**src/rtl/mult_ctrl_pkg.sv**
```systemverilog
// mult_ctrl_pkg: operand mode encodings, multiplier width selects and controller states.
package mult_ctrl_pkg;

    localparam logic [1:0] MODE_U8  = 2'd0;
    localparam logic [1:0] MODE_S8  = 2'd1;
    localparam logic [1:0] MODE_S16 = 2'd2;
    localparam logic [1:0] MODE_UW  = 2'd3;

    typedef enum logic [1:0] {WSEL_8, WSEL_16, WSEL_FULL} wsel_t;

    typedef enum logic [1:0] {IDLE, FETCH, MULT, DONE} state_t;

    function automatic wsel_t mode_wsel(input logic [1:0] mode);
        case (mode)
            MODE_U8, MODE_S8: return WSEL_8;
            MODE_S16:         return WSEL_16;
            default:          return WSEL_FULL;
        endcase
    endfunction

    function automatic logic mode_signed(input logic [1:0] mode);
        return (mode == MODE_S8) || (mode == MODE_S16);
    endfunction

endpackage

```
**src/rtl/mult_seq.sv**
```systemverilog
// mult_seq: radix-2 shift-add multiplier, one multiplier bit per cycle, on operand magnitudes.
// result/finish are combinational views of the step in progress, so the last step's sum is usable on its own edge.
module mult_seq
    import mult_ctrl_pkg::*;
#(
    parameter int WIDTH = 16
) (
    input  logic               clock,
    input  logic               reset,
    input  logic               load,
    input  logic [WIDTH-1:0]   a,
    input  logic [WIDTH-1:0]   b,
    input  wsel_t              wsel,
    input  logic               is_signed,
    output logic [2*WIDTH-1:0] result,
    output logic               finish
);
    localparam int PW = 2 * WIDTH;
    localparam int CW = $clog2(WIDTH + 1);

    logic [PW-1:0]    mcand;
    logic [PW-1:0]    acc;
    logic [PW-1:0]    acc_next;
    logic [WIDTH-1:0] mplier;
    logic [WIDTH-1:0] a_mag;
    logic [WIDTH-1:0] b_mag;
    logic [CW-1:0]    count;
    logic [CW-1:0]    n_iter;
    logic             a_neg;
    logic             b_neg;
    logic             neg;

    // Magnitudes are formed as 2^w - x so that -2^(w-1) maps to the exact positive value.
    always_comb begin
        a_neg  = 1'b0;
        b_neg  = 1'b0;
        a_mag  = a;
        b_mag  = b;
        n_iter = CW'(WIDTH);
        case (wsel)
            WSEL_8: begin
                n_iter = CW'(8);
                a_neg  = is_signed & a[7];
                b_neg  = is_signed & b[7];
                a_mag  = a_neg ? WIDTH'(9'h100 - {1'b0, a[7:0]}) : WIDTH'(a[7:0]);
                b_mag  = b_neg ? WIDTH'(9'h100 - {1'b0, b[7:0]}) : WIDTH'(b[7:0]);
            end
            WSEL_16: begin
                n_iter = CW'(16);
                a_neg  = is_signed & a[15];
                b_neg  = is_signed & b[15];
                a_mag  = a_neg ? WIDTH'(17'h10000 - {1'b0, a[15:0]}) : WIDTH'(a[15:0]);
                b_mag  = b_neg ? WIDTH'(17'h10000 - {1'b0, b[15:0]}) : WIDTH'(b[15:0]);
            end
            default: ;
        endcase
    end

    assign acc_next = acc + (mplier[0] ? mcand : '0);
    assign result   = neg ? -acc_next : acc_next;
    assign finish   = (count == CW'(1));

    always_ff @(posedge clock or negedge reset) begin
        if (!reset) begin
            mcand  <= '0;
            mplier <= '0;
            acc    <= '0;
            count  <= '0;
            neg    <= 1'b0;
        end else if (load) begin
            mcand  <= PW'(a_mag);
            mplier <= b_mag;
            acc    <= '0;
            count  <= n_iter;
            neg    <= a_neg ^ b_neg;
        end else if (count != '0) begin
            acc    <= acc_next;
            mcand  <= mcand << 1;
            mplier <= mplier >> 1;
            count  <= count - CW'(1);
        end
    end

endmodule

```
**src/rtl/mult_ctrl.sv**
```systemverilog
// mult_ctrl: operand bank plus a controller that multiplies successive bank pairs via mult_seq.
// Define MULT_CTRL_ACCUM_EN to add the acc/acc_clr running accumulator.
module mult_ctrl
    import mult_ctrl_pkg::*;
#(
    parameter int WIDTH = 16,
    parameter int DEPTH = 32,
    parameter int AW    = $clog2(DEPTH)
) (
    input  logic               clock,
    input  logic               reset,
    input  logic               wr_en,
    input  logic [AW-1:0]      wr_addr,
    input  logic [WIDTH-1:0]   wr_data,
    input  logic               start,
    input  logic [1:0]         mode,
    output logic               busy,
    output logic               valid,
    output logic [2*WIDTH-1:0] product,
    output logic [AW-1:0]      pair_addr
`ifdef MULT_CTRL_ACCUM_EN
    ,
    input  logic               acc_clr,
    output logic [2*WIDTH+7:0] acc
`endif
);
    localparam int PW = 2 * WIDTH;

    logic [WIDTH-1:0] bank [DEPTH];
    logic [WIDTH-1:0] op_a;
    logic [WIDTH-1:0] op_b;
    state_t           state;
    state_t           state_next;
    logic [1:0]       mode_q;
    logic             load;
    logic             seq_finish;
    logic [PW-1:0]    seq_result;

    always_ff @(posedge clock) begin
        if (wr_en) bank[wr_addr] <= wr_data;
    end

    assign op_a = bank[pair_addr];
    assign op_b = bank[pair_addr + AW'(1)];

    always_ff @(posedge clock or negedge reset) begin
        if (!reset) state <= IDLE;
        else        state <= state_next;
    end

    always_comb begin
        state_next = state;
        load       = 1'b0;
        case (state)
            IDLE:    if (start) state_next = FETCH;
            FETCH: begin
                load       = 1'b1;
                state_next = MULT;
            end
            MULT:    if (seq_finish) state_next = DONE;
            DONE:    state_next = IDLE;
            default: state_next = IDLE;
        endcase
    end

    assign busy = (state != IDLE);

    // Product is captured on the last iteration's edge, so valid is high exactly during DONE.
    always_ff @(posedge clock or negedge reset) begin
        if (!reset) begin
            mode_q    <= MODE_U8;
            valid     <= 1'b0;
            product   <= '0;
            pair_addr <= '0;
        end else begin
            valid <= 1'b0;
            if (state == IDLE && start) mode_q <= mode;
            if (state == MULT && seq_finish) begin
                valid   <= 1'b1;
                product <= seq_result;
            end
            if (state == DONE)
                pair_addr <= (pair_addr == AW'(DEPTH - 2)) ? '0 : pair_addr + AW'(2);
        end
    end

    mult_seq #(.WIDTH(WIDTH)) u_seq (
        .clock     (clock),
        .reset     (reset),
        .load      (load),
        .a         (op_a),
        .b         (op_b),
        .wsel      (mode_wsel(mode_q)),
        .is_signed (mode_signed(mode_q)),
        .result    (seq_result),
        .finish    (seq_finish)
    );

`ifdef MULT_CTRL_ACCUM_EN
    logic [PW+7:0] product_ext;

    assign product_ext = mode_signed(mode_q) ? {{8{product[PW-1]}}, product} : {8'd0, product};

    // mode_q is still the in-flight mode during the valid cycle, so it selects the extension.
    always_ff @(posedge clock or negedge reset) begin
        if (!reset)       acc <= '0;
        else if (acc_clr) acc <= '0;
        else if (valid)   acc <= acc + product_ext;
    end
`endif

endmodule

```
**config.mk**
```make
export PLATFORM = sky130hd
export DESIGN_NAME = mult_ctrl
export DESIGN_NICKNAME = d
export VERILOG_FILES = /design/src/rtl/mult_ctrl_pkg.sv /design/src/rtl/mult_seq.sv /design/src/rtl/mult_ctrl.sv
export SDC_FILE = /design/constraint.sdc
export NUM_CORES = 1
export LEC_CHECK = 0
export CAP_MARGIN = 20
export CORE_UTILIZATION = 58
export CTS_CLUSTER_DIAMETER = 40
export DETAILED_ROUTE_END_ITERATION = 8
export DONT_BUFFER_PORTS = 1
export PLACE_DENSITY = 0.76
export SYNTH_ARGS = -nofsm -noshare
export SYNTH_HDL_FRONTEND = slang
export SYNTH_HIERARCHICAL = 1
export SYNTH_SLANG_ARGS = --single-unit
export TNS_END_PERCENT = 5
```
**constraint.sdc**
```tcl
create_clock -name clock -period 3.6 [get_ports clock]
set_input_delay 0.72 -clock clock [delete_from_list [all_inputs] [get_ports clock]]
set_output_delay 0.72 -clock clock [all_outputs]
set_load 0.03 [all_outputs]
```
# Word level (Yosys, flattened, before mapping)
# Memories as Yosys holds them, arrays and structs flattened.
# Cells that the tools add are included.
[classes] n_eq_ne=10 addsub=9 reduce_logical=11 n_mux=28 bitwise_logic=5
[op_table] operator="$mux W32" count=6
[op_table] operator="$mux W16" count=6
[op_table] operator="$pmux W16 S2" count=2
[op_table] operator="$add A32 B32 Y32" count=1
[op_table] operator="$neg A32 Y32" count=1
[op_table] operator="$sub A1 B16 Y16 const A" count=2
[op_table] operator="$mux W5" count=4
[op_table] operator="$sub A9 B8 Y10 const A" count=2
[op_table] operator="$pmux W2 S4" count=1
[op_table] operator="$eq A2 B1 Y1 const B" count=3
[op_table] operator="$eq A2 B2 Y1 const B" count=3
[op_table] operator="$logic_not A2 Y1" count=3
[op_table] operator="$add A5 B1 Y5 const B" count=1
[op_table] operator="$add A5 B2 Y5 const B" count=1
[op_table] operator="$eq A5 B1 Y1 const B" count=1
[op_table] operator="$eq A5 B5 Y1 const B" count=1
[op_table] operator="$reduce_bool A5 Y1" count=1
[op_table] operator="$sub A5 B1 Y5 const B" count=1
[op_table] operator="$and A1 B1 Y1" count=4
[op_table] operator="$mux W1" count=4
[op_table] operator="$mux W2" count=2
[op_table] operator="$ne A2 B2 Y1 const B" count=2
[op_table] operator="$pmux W1 S2" count=2
[op_table] operator="$pmux W2 S2" count=1
[op_table] operator="6 further kinds" count=8
[totals] mem_bits_rw=512 register_bits=128 output_inout_bits=39 mem_count=1
[mem_list] name="bank" depth=32 width=16 read_ports=2 rd_ports_with_merged_regs=0 write_ports=1 line_no="mult_ctrl.sv:29" text="logic [WIDTH-1:0] bank [DEPTH];"

# Logic depth before layout (Yosys ltp)
[logic_depth] depth_word=6 mapped_depth=16 mapped_depth_nobuf=13

# Hierarchy
# Netlist, hierarchy kept.
[modules_own_cells] mod="mult_ctrl" area_each_um2=21404.3 instances=1 cells_each=1079
[modules_own_cells] mod="mult_seq" area_each_um2=7184.4 instances=1 cells_each=894

# Worst setup path after synthesis
# OpenSTA, ideal clock, no wires.
[synth_path] path_kind="register to register" startpoint="register u_seq.mplier[0]" endpoint="register product[30]" setup_time_ns=0.125 t_arrival_ns=3.873 period_less_slack_ns=3.997 t_required_ns=3.475 n_path_buf=1 path_slack_ns=-0.397 path_stages_with_launch=15 path_cell_list="dfrtp_1 > clkbuf_1 > and2_1 > ha_1 > fa_1 > a21o_2 > a31o_1 > a221o_1 > xnor2_2 > o211ai_2 > or4_4 > nand4b_4 > o41ai_2 > xnor2_1 > mux2_2"
[synth_via] elab_chain_len=4
[synth_rtl] item="start, declared" line_no="mult_seq.sv:24" text="logic [WIDTH-1:0] mplier;"
[synth_rtl] item="start signal, assigned" line_no="mult_seq.sv:72" text="mplier <= b_mag;"
[synth_rtl] item="start signal, assigned" line_no="mult_seq.sv:79" text="mplier <= mplier >> 1;"
[synth_rtl] item="$mux W32 *" line_no="mult_seq.sv:59" text="assign acc_next = acc + (mplier[0] ? mcand : '0);"
[synth_rtl] item="$add A32 B32 Y32 *" line_no="mult_seq.sv:59"
[synth_rtl] item="$neg A32 Y32" line_no="mult_seq.sv:60" text="assign result = neg ? -acc_next : acc_next;"
[synth_rtl] item="$mux W32 *" line_no="mult_seq.sv:60"
[synth_rtl] item="named net seq_result[30]" line_no="mult_ctrl.sv:37" text="logic [PW-1:0] seq_result;"
[synth_rtl] item="end signal, assigned" line_no="mult_ctrl.sv:80" text="product <= seq_result;"
[synth_rtl] item="end, declared" line_no="mult_ctrl.sv:19" text="output logic [2*WIDTH-1:0] product,"
# Mark *: on every way through the listed nets, which the timed path passes. The rest lies on a longest branch.
# A chain may end at the register's enable or synchronous reset.

# Worst setup path after layout
# Ends and elaborated chain as after synthesis.

==> results.yml <==
status:
  status: "finished, violations left"
  violations: "setup timing"
synth:
  synth_commonest_cells: "512 x edfxtp_1, 190 x nand2_1, 150 x mux2i_1, 127 x dfrtp_1, 100 x nor2_1"
  synth-seq-cells: 639
  synth_edf_count: 512
  yosys_most_used_dff: "edfxtp_1"
  yosysTopAreaCellShare_pct: 53.78
  yosysTopAreaCell: "edfxtp_1"
  ys_seq_area_share_pct: 64.90
  synth_fp_nets: 2046
  synth_cell_types: 85
  synth_area_um2: 28590
  syn-mean-instance-area_um2: 14.49
  yosysMostFrequentCell: "edfxtp_1"
  synthArstFlopShare_pct: 19.87
  synthCells: 1973
  yosys_warnings: 6
  synthTopCellsByArea: "edfxtp_1 54%, dfrtp_1 11%, mux2i_1 5.3%, mux4_2 5.0%, nand2_1 2.5%"
final_layout:
  fin_area_um2: 34340
  antenna_cells: 0
  n_fill_cell: 2984
  layout-drive-gt1-share_pct: 26.35
  multiInputGateArea_um2: 9721
  fin_util_pct: 71.32
  final_cells: 2963
  areaGrowthSynthToFinish_pct: 20.11
  nNetsFinal: 2316
  seq_area_um2: 18560
run:
  cap_violations: 0
cts:
  h-tree-depth: 3
  cts_made_buffers: 82
  cts_tree: "built"
  clockRootBuffer: "clkbuf_16"
  cts.path.max_buffers: 3
  numClockSinks: 639
  clk_latency_ns: 0.63
  clkTransAtPathRegs_ns: 0.05
floorplan:
  rows: 80
  ioPinCount: 66
  start_util_pct: 59.38
  die_h_um: 224.0
  dieArea_um2: 50180
  coreArea_um2: 48150
  fp.dieW_um: 224.0
route:
  drc: 0
  drtIter0Drc: 1959
  wire_per_inst_um: 23.73
  routed_via_density: 6.150
  ant_nets: 0
  dr.pass1.iters: 6
  wl_um: 70320
  via_count: 18223
global_route:
  antenna_found_initial: 0
  grt_max_degree: 128
  grtUsageTotal_pct: 28.72
  grt_pass1_vias: 18958
  grt_pass1_wl_um: 108300
  grt-ovfl-total: 0
place:
  dpl.hpwl_um: 43450
  dp.cells: 2796
  gp_congestion: 0.9705
  dpl_cell_area_um2: 31020
  io_buffer_count: 0
setup_path:
  startpoint_type: "register"
  criticalPathCategory: "reg2reg"
  crit_path_max_fanout: 7
  cp.required_ns: 4.10
  cp_data_arrival_time_ns: 4.42
  cp-end-kind: "register"
sta:
  fin_crit_ns: 3.917
  setup_ws_ns: -0.3168
  max_freq_mhz: 255.3
  setup_viol: 16
  finalCritPeriodShare_pct: 108.8
  skew_ns: 0.04813
  rsz0062_at_grt: "true"
  tightest_slew_ns: 0.9872
  maxSlewHeadroom_pct: 33.96
  slew_violations: 0
  hold_viol: 0
hold_path:
  min_path_type: "in2async"
power_and_ir_drop:
  power_density_nw_per_um2: 855.4
  vdd_drop_max_mv: 0.4914
  leakagePower_nw: 12.86
==> state kept, by name, indices dropped and copies added (netlist names) <==
name and count:
mode_q 2, u_seq/acc 32, u_seq/mplier 16, product 32, valid 1, u_seq/neg 1, u_seq/mcand 32, state 2
bank 512, u_seq/count 5, pair_addr 4
==> layout make-up <==
type / instances / share of cell area [%]
flip-flops and latches: 639 / 54.06
multi-input cells: 1203 / 28.31
repair buffers: 293 / 6.992
clock buffers: 98 / 6.271
well taps: 656 / 2.390
clock inverters: 50 / 1.720
inverters: 24 / 0.2623
==> logic make-up after synthesis <==
family          after synthesis  share of synthesized area, %
flops                       639                         64.90
mux                         254                         11.87
simple gates                435                         7.143
fa+ha+maj                    46                         2.039
other cells                   1                       0.01312
xor+xnor                     82                         2.538
buf+inv                     131                         2.333
compound gates              385                         9.169
==> where the power goes <==
group	total (mW)	switching (mW)	leakage, nW	internal (mW)
Combinational	11.8	6.41	5.29	5.41
Clock	8.11	3.20	1.31	4.91
Sequential	9.45	0.815	6.25	8.64
Total	29.4	10.4	12.9	18.9
==> cells in the final DEF (no fill, tap or decap), types with 8 or more instances in the layout <==
| master | count |
|---|---|
| a211oi_1 | 8 |
| a21oi_1 | 75 |
| a221oi_1 | 65 |
| a22oi_1 | 33 |
| a31oi_1 | 10 |
| and2_1 | 39 |
| buf_12 | 8 |
| buf_4 | 273 |
| bufinv_16 | 8 |
| clkbuf_1 | 13 |
| clkbuf_16 | 83 |
| clkinv_2 | 12 |
| clkinvlp_4 | 9 |
| dfrtp_1 | 123 |
| edfxtp_1 | 512 |
| ha_1 | 39 |
| inv_1 | 24 |
| mux2_2 | 40 |
| mux2i_1 | 150 |
| mux4_2 | 64 |
| nand2_1 | 189 |
| nand3_1 | 12 |
| nand3b_1 | 10 |
| nand4_1 | 11 |
| nor2_1 | 97 |
| nor3_1 | 13 |
| o21a_1 | 16 |
| o21ai_0 | 76 |
| o21ai_1 | 10 |
| o22ai_1 | 15 |
| o31ai_1 | 9 |
| xnor2_1 | 44 |
| xor2_1 | 35 |
==> worst max-delay path, stage by stage (launching register included) <==
cell      delay, ns
dfrtp_2        0.46
buf_4          0.18
and2_1         0.16
ha_1           0.29
buf_4          0.16
nand4_1        0.21
nor2_1         0.21
a22oi_1        0.14
o211a_1        0.28
o311ai_2       0.30
xor2_1         0.12
or3_2          0.53
o41ai_4        0.35
xnor2_1        0.12
mux2_2         0.27
==> metrics by stage <==
stage	TNS (ns)	total power, mW	setup slack [ns]	hold WS (ns)
2_1_floorplan	-1.492	16.81	-0.1984	0.4244
5_1_grt	-6.881	30.80	-0.5016	0.09488
4_1_cts	-3.158	29.10	-0.2922	0.08029
3_3_place_gp	-5.532	20.28	-0.4544	0.4277
6_report	-2.798	29.37	-0.3168	0.05684
3_5_place_dp	-7.423	20.55	-0.5060	0.4275
==> layer usage <==
metal / wire, um / track usage (%)
met4: 2187 / 11.03
met2: 34570 / 47.73
met5: 0 / 0
met3: 6423 / 6.611
met1: 27150 / 36.81
==> timing repair <==
item | CTS | global route
hold buffers | 1 | 0
gates cloned | 0 | 0
endpoints found under the hold margin | 127 | 0
buffers inserted | 14 | 3
pin swaps | 15 | 9
resized for setup | 51 | 39
setup endpoints to repair | 32 | 34
==> worst paths after layout <==
| check | cells past startpoint | slack [ns] | end | from |
|---|---|---|---|---|
| setup / recovery | 14 | -0.32 | product[30]$_DFFE_PN0P_ | u_seq/mplier[0]$_DFFE_PN0P_ |
| hold / removal | 1 | 0.06 | product[15]$_DFFE_PN0P_ | reset |
| setup reg to reg | 14 | -0.32 | product[30]$_DFFE_PN0P_ | u_seq/mplier[0]$_DFFE_PN0P_ |
| hold reg to reg | 1 | 0.49 | u_seq/mplier[10]$_DFFE_PN0P_ | u_seq/mplier[10]$_DFFE_PN0P_ |
| max in group asynchronous | 1 | 2.97 | pair_addr[1]$_DFFE_PN0P_ | reset |
| min in group clock | 0 | 0.18 | bank[21][15]$_DFFE_PP_ | wr_data[15] |
Power figures use the tool's default switching activity.
